==> src/rtl/xor_line_pkg.sv <==
`default_nettype none
// ============================================================================
//  Module      : xor_line_pkg
//  Description : Shared definitions for the XOR differential line encoder and
//                receiver: framer state encoding, start/stop bit polarity and
//                the even-parity helper.
//  Revision    : 1.0 - initial release
// ============================================================================
package xor_line_pkg;

    // Framer states. The encoding is explicit so both the transmitter and the
    // receiver agree on it.
    typedef enum logic [1:0] {
        IDLE   = 2'd0,
        DATA   = 2'd1,
        PARITY = 2'd2,
        STOP   = 2'd3
    } line_state_t;

    // An idle line decodes to 0, so a frame opens with a decoded 1 and
    // closes with a decoded 0.
    localparam logic START_BIT = 1'b1;
    localparam logic STOP_BIT  = 1'b0;

    // Widest data field either side of the link supports.
    localparam int MAX_WIDTH = 16;

    // Even-parity bit for a data field: the value that makes the total count
    // of ones across data plus parity even. Narrower fields are passed in
    // zero-extended, which leaves the result unchanged.
    function automatic logic even_parity(input logic [MAX_WIDTH-1:0] data);
        return ^data;
    endfunction

endpackage : xor_line_pkg
`default_nettype wire

==> src/rtl/xor_diff_decode.sv <==
`default_nettype none
// ============================================================================
//  Module      : xor_diff_decode
//  Description : XOR differential line decoder. Keeps the previously sampled
//                line bit and produces b[n] = e[n] ^ e[n-1] for every strobed
//                line sample.
//  Ports       : clk        rising-edge clock
//                reset      synchronous active-high reset (prev line bit -> 0)
//                in_valid   line sample strobe
//                in_bit     encoded line bit e[n]
//                dec_valid  decoded bit strobe (same cycle as in_valid)
//                dec_bit    decoded bit b[n]
//  Revision    : 1.0 - initial release
// ============================================================================
module xor_diff_decode (
    input  logic clk,
    input  logic reset,
    input  logic in_valid,
    input  logic in_bit,
    output logic dec_valid,
    output logic dec_bit
);

    logic r_prev_e;

    // The previous line bit only moves on a strobe; unstrobed cycles leave
    // the decoder history untouched.
    always_ff @(posedge clk) begin
        if (reset) begin
            r_prev_e <= 1'b0;
        end else if (in_valid) begin
            r_prev_e <= in_bit;
        end
    end

    // The decoded bit is combinational so the framer consumes it on the same
    // edge that samples the line bit.
    assign dec_valid = in_valid;
    assign dec_bit   = in_bit ^ r_prev_e;

endmodule : xor_diff_decode
`default_nettype wire

==> src/rtl/xor_diff_frame_rx.sv <==
`default_nettype none
// ============================================================================
//  Module      : xor_diff_frame_rx
//  Description : Receive side of the XOR differential serial link. Decodes
//                the line, frames decoded bits as
//                  start(1) | WIDTH data bits LSB first | even parity | stop(0)
//                and hands complete words downstream through a one-entry
//                valid/ready output buffer.
//  Parameters  : WIDTH      data bits per frame (1..16)
//  Ports       : clk        rising-edge clock
//                reset      synchronous active-high reset
//                in_valid   line sample strobe
//                in_bit     encoded line bit
//                out_data   received word, LSB = first data bit
//                out_valid  out_data / out_perr hold a word
//                out_ready  consumer accepts the word when out_valid is high
//                out_perr   parity mismatch for the held word
//                frame_err  one-cycle pulse: stop bit was not 0
//                overrun    one-cycle pulse: good frame dropped, buffer full
//  Revision    : 1.0 - initial release
// ============================================================================
module xor_diff_frame_rx
    import xor_line_pkg::*;
#(
    parameter int WIDTH = 8
) (
    input  logic             clk,
    input  logic             reset,
    input  logic             in_valid,
    input  logic             in_bit,
    output logic [WIDTH-1:0] out_data,
    output logic             out_valid,
    input  logic             out_ready,
    output logic             out_perr,
    output logic             frame_err,
    output logic             overrun
);

    // Data-bit counter runs 0..WIDTH-1; one bit is enough for WIDTH = 1.
    localparam int                 c_cnt_w    = (WIDTH > 1) ? $clog2(WIDTH) : 1;
    localparam logic [c_cnt_w-1:0] c_last_cnt = c_cnt_w'(WIDTH - 1);

    // ------------------------------------------------------------------
    // Line decoder
    // ------------------------------------------------------------------
    logic w_dec_valid;
    logic w_dec_bit;

    xor_diff_decode u_decode (
        .clk       (clk),
        .reset     (reset),
        .in_valid  (in_valid),
        .in_bit    (in_bit),
        .dec_valid (w_dec_valid),
        .dec_bit   (w_dec_bit)
    );

    // ------------------------------------------------------------------
    // Framer state
    // ------------------------------------------------------------------
    line_state_t          r_state;
    logic [c_cnt_w-1:0]   r_cnt;
    logic [WIDTH-1:0]     r_shift;
    logic                 r_perr;
    logic                 r_frame_err;

    // Output buffer state
    logic [WIDTH-1:0]     r_out_data;
    logic                 r_out_valid;
    logic                 r_out_perr;
    logic                 r_overrun;

    logic [WIDTH-1:0]     w_shift_next;
    logic [MAX_WIDTH-1:0] w_par_vec;
    logic                 w_data_par;
    logic                 w_stop_strobe;
    logic                 w_good;
    logic                 w_bad;
    logic                 w_consume;
    logic                 w_load;

    always_comb begin
        // New bits enter at the MSB side so that after WIDTH shifts the first
        // data bit received sits at bit 0.
        w_shift_next             = r_shift >> 1;
        w_shift_next[WIDTH-1]    = w_dec_bit;

        // The parity helper works on the widest field; zero padding does not
        // change the parity of the real data bits.
        w_par_vec                = '0;
        w_par_vec[WIDTH-1:0]     = r_shift;
        w_data_par               = even_parity(w_par_vec);
    end

    // Stop-bit strobe: the frame is decided on this edge.
    assign w_stop_strobe = w_dec_valid && (r_state == STOP);
    assign w_good        = w_stop_strobe && (w_dec_bit == STOP_BIT);
    assign w_bad         = w_stop_strobe && (w_dec_bit != STOP_BIT);

    // The buffer can take a new word when it is empty or when its current
    // word leaves on this very edge (back-to-back, no bubble).
    assign w_consume     = r_out_valid && out_ready;
    assign w_load        = w_good && (!r_out_valid || out_ready);

    // ------------------------------------------------------------------
    // Framer FSM. Advances only on decoded-bit strobes.
    // ------------------------------------------------------------------
    always_ff @(posedge clk) begin
        if (reset) begin
            r_state     <= IDLE;
            r_cnt       <= '0;
            r_shift     <= '0;
            r_perr      <= 1'b0;
            r_frame_err <= 1'b0;
        end else begin
            r_frame_err <= w_bad;

            if (w_dec_valid) begin
                case (r_state)
                    IDLE: begin
                        if (w_dec_bit == START_BIT) begin
                            r_state <= DATA;
                            r_cnt   <= '0;
                        end
                    end

                    DATA: begin
                        r_shift <= w_shift_next;
                        r_cnt   <= r_cnt + c_cnt_w'(1);
                        if (r_cnt == c_last_cnt) begin
                            r_state <= PARITY;
                        end
                    end

                    PARITY: begin
                        // Mismatch when the received parity bit differs from
                        // the even-parity bit of the collected data.
                        r_perr  <= w_data_par ^ w_dec_bit;
                        r_state <= STOP;
                    end

                    STOP: begin
                        // Good or bad, the stop bit always ends the frame;
                        // a bad stop is not reinterpreted as a start bit.
                        r_state <= IDLE;
                    end

                    default: begin
                        r_state <= IDLE;
                    end
                endcase
            end
        end
    end

    // ------------------------------------------------------------------
    // One-entry output buffer
    // ------------------------------------------------------------------
    always_ff @(posedge clk) begin
        if (reset) begin
            r_out_valid <= 1'b0;
            r_out_data  <= '0;
            r_out_perr  <= 1'b0;
            r_overrun   <= 1'b0;
        end else begin
            // A good frame that cannot be loaded is dropped; the held word
            // is left untouched.
            r_overrun <= w_good && !w_load;

            if (w_load) begin
                r_out_valid <= 1'b1;
                r_out_data  <= r_shift;
                r_out_perr  <= r_perr;
            end else if (w_consume) begin
                // out_data keeps its last value once the word is gone.
                r_out_valid <= 1'b0;
            end
        end
    end

    assign out_data  = r_out_data;
    assign out_valid = r_out_valid;
    assign out_perr  = r_out_perr;
    assign frame_err = r_frame_err;
    assign overrun   = r_overrun;

endmodule : xor_diff_frame_rx
`default_nettype wire

==> config.mk <==
export PLATFORM = sky130hd
export DESIGN_NAME = xor_diff_frame_rx
export DESIGN_NICKNAME = d
export VERILOG_FILES = /design/src/rtl/xor_line_pkg.sv /design/src/rtl/xor_diff_decode.sv /design/src/rtl/xor_diff_frame_rx.sv
export SDC_FILE = /design/constraint.sdc
export NUM_CORES = 1
export LEC_CHECK = 0
export ABC_AREA = 1
export BUFFER_PORTS_ARGS = -buffer_cell sky130_fd_sc_hd__buf_2
export CORE_ASPECT_RATIO = 1.1
export CORE_MARGIN = 5
export CORE_UTILIZATION = 48
export DETAILED_ROUTE_END_ITERATION = 8
export PLACE_DENSITY = 0.68
export SYNTH_ARGS = -nofsm -noshare
export SYNTH_HDL_FRONTEND = slang
export SYNTH_HIERARCHICAL = 1
export SYNTH_SLANG_ARGS = --single-unit
==> constraint.sdc <==
create_clock -name clk -period 3.3 [get_ports clk]
set_clock_uncertainty 0.1 [all_clocks]
set_input_delay 0.33 -clock clk [delete_from_list [all_inputs] [get_ports clk]]
set_output_delay 0.33 -clock clk [all_outputs]
set_load 0.02 [all_outputs]
==> impl_metrics.csv <==
group,metric,value,unit
layout,finalNetCount,192,
routing,wl_met2,1100,um
yosys,yosys.area_share.simple,0.199,
yosys,synth_edf_count,0,
layout,fillers,285,
floorplan,die_y,63.8,um
global_route,grt_use_total,0.128,
yosys,syn_area,0.00126,sq mm
yosys,avgSynthCellArea,7.70,sq um
cts,ctsResizeCount,0,
timing,slew_viol_final,0,
routing,route.met3.wl,69,um
timing,rsz0062_at_grt,"false",
yosys,synth-seq-cells,27,
routing,drt_iter0_drc,11,
routing,viasPerCell,4.92,
worst_setup_path,ff2ff_setup_slack,1.75,ns
global_route,grt.overflow.total,0,
worst_setup_path,cp.required,3.42,ns
cts,clkTransAtPathRegs,0.14,ns
timing,hold_slack,0.177,ns
layout,n_antenna_cell,0,
routing,wl,2210,um
yosys,netlist_instances,164,
hold_path,worstHoldPathType,"in -> reg",
yosys,synth_fp_nets,176,
timing,worstMarginPinSlew,0.537,ns
timing,final-hold-violation-count,0,
global_route,grt_pass1_wl,3930,um
floorplan,rows,19,
routing,m1WireLength,1030,um
layout,synthToLayoutAreaGrowth,8.13,%
worst_setup_path,cp-start-kind,"register",
power_and_ir_drop,peakVddDrop,342,uV
placed_design,gp_congestion,0.728,
timing,setup_viol,0,
layout,drive_above_1_share,0.179,
worst_setup_path,cp.arrival,1.67,ns
cts,insertion_delay,0.32,ns
timing,fmax,0.645,GHz
worst_setup_path,cp_max_fo,11,
routing,dr.pass1.iters,4,
yosys,synth.area.mux_share,0,
cts,clockBufferDepth,2,
power_and_ir_drop,p_leak,0.667,nW
yosys,ys.flop_type,"dfxtp_1",
yosys,yosys-top-cells-area,"dfxtp_1, nand2_1, ha_1",
run,maxCapViolCount,0,
floorplan,fp.dieArea,0.00376,sq mm
cts,root_buffer,"clkbuf_4",
cts,cts_tree,"done",
yosys,synth_xor_area_frac,0.0347,
yosys,async_flop_share,0,
cts,post_cts_buffers,0,
layout,final_core_util,0.542,
timing,relSlewSlack,0.642,
routing,postRouteAntennaNets,0,
cts,cts_hold_buf,0,
yosys,synth_top_family_by_area,"simple AND/OR/NAND/NOR gates",
cts,cts_htree_levels,1,
placed_design,port_buffers,16,
floorplan,die_x,58.9,um
yosys,ys_warn_count,6,
cts,cts_sinks,27,
timing,period_needed,1.55,ns
status,status,"completed",
global_route,grt_max_degree,20,
yosys,synth_area_leader_cell,"dfxtp_1",
global_route,grt_pass1_vias,1002,
routing,wire_per_inst,10.5,um
routing,via_count,1034,
cts,numCtsBuffers,3,
yosys,yosysTopAreaCellShare,0.428,
power_and_ir_drop,p_per_area,458,mW/mm^2
yosys,synth_common_cells,"nand2_1, dfxtp_1, inv_1",
floorplan,initial_core_util,0.501,
yosys,yosysMostFrequentCell,"nand2_1",
yosys,synth.distinct_cells,25,
yosys,seq_area_frac_synth,0.428,
placed_design,dp_hpwl,1710,um
placed_design,place_inst,206,
timing,final.period_utilization,0.470,
worst_setup_path,end_kind,"register",
global_route,antenna_found_initial,0,
floorplan,core_area,0.00252,sq mm
floorplan,io_pins,17,
worst_setup_path,path_class,"reg -> reg",
yosys,synth-compound-area-share,0.167,
routing,route.detailed.drc,0,
yosys,synth_fa_ha_area_frac,0.0694,
layout,instances_no_fill,210,
routing,top_layer,"met4",
timing,setup_tns,0,ns
-- report_power, final --
group	switching (W)	leakage, nW	total [W]	internal [W]
registers	0.0000169	0.219	0.000362	0.000345
clock network	0.0000949	0.0139	0.000141	0.0000462
logic	0.0000780	0.434	0.000123	0.0000448
-- metrics by stage --
step / area [sq um] / total power, W / worst slack (ns)
finish: 1370 / 0.000626 / 1.75
CTS: 1370 / 0.000636 / 1.72
detailed placement: 1340 / 0.000493 / 1.67
global placement: 1340 / 0.000488 / 1.67
floorplan: 1260 / 0.000469 / 1.93
global route: 1370 / 0.000671 / 1.56
-- path summary, 6_finish.rpt --
| check | from | end | cells past startpoint |
|---|---|---|---|
| max | r_state[1] | r_shift[3] | 6 |
| max reg2reg | r_state[1] | r_shift[3] | 6 |
| min reg2reg | r_cnt[0] | r_cnt[0] | 1 |
| min | reset | out_valid | 2 |
-- area by class of cell --
type                       instances  area (sq um)  share of cell area
timing repair buffer              16          80.1              0.0587
sequential                        27           541               0.396
inverter                          22          82.6              0.0605
clock inverter                     1          7.51             0.00550
tap                               31          38.8              0.0284
clock buffer                       3          22.5              0.0165
multi-input combinational        110           593               0.434
-- layer usage --
metal,vias to the layer above,track usage
li1,554,-
met1,468,0.147
met2,10,0.229
met3,2,0.0241
met4,0,0.0510
met5,-,0
-- cells in the final DEF, fill, tap and decap left out --
cell type    n
clkinvlp_4   1
dfxtp_1     27
nor2_1      18
nor2_2       3
o21ai_2      2
nand3_1      4
a211oi_1     1
o21ai_1      5
xnor2_1      2
ha_1         7
inv_1       19
buf_2       16
a21oi_1     15
nor3_1       3
clkbuf_4     3
xor2_1       3
nand2_1     30
a21oi_2      1
inv_2        3
nand2_2      1
o21ai_0     13
a21boi_2     1
nor2_4       1
-- state kept, by name, summed over array words and instances (netlist names) --
| name | cells |
|---|---|
| u_decode/r_prev_e | 1 |
| r_perr | 1 |
| r_state | 2 |
| frame_err | 1 |
| overrun | 1 |
| r_cnt | 3 |
| out_perr | 1 |
| out_valid | 1 |
| out_data | 8 |
| r_shift | 8 |
-- critical path: stages (launching register included) --
cell and delay, ns:
dfxtp_1 0.39, inv_1 0.10, ha_1 0.20, nand2_1 0.26
inv_1 0.17, o21ai_0 0.18, a21oi_1 0.05
-- cells by family after synthesis --
group	after synthesis
compound gates	38
flops	27
simple gates	60
xor+xnor	5
buf+inv	27
fa+ha+maj	7
(Power assumes the default switching activity.)
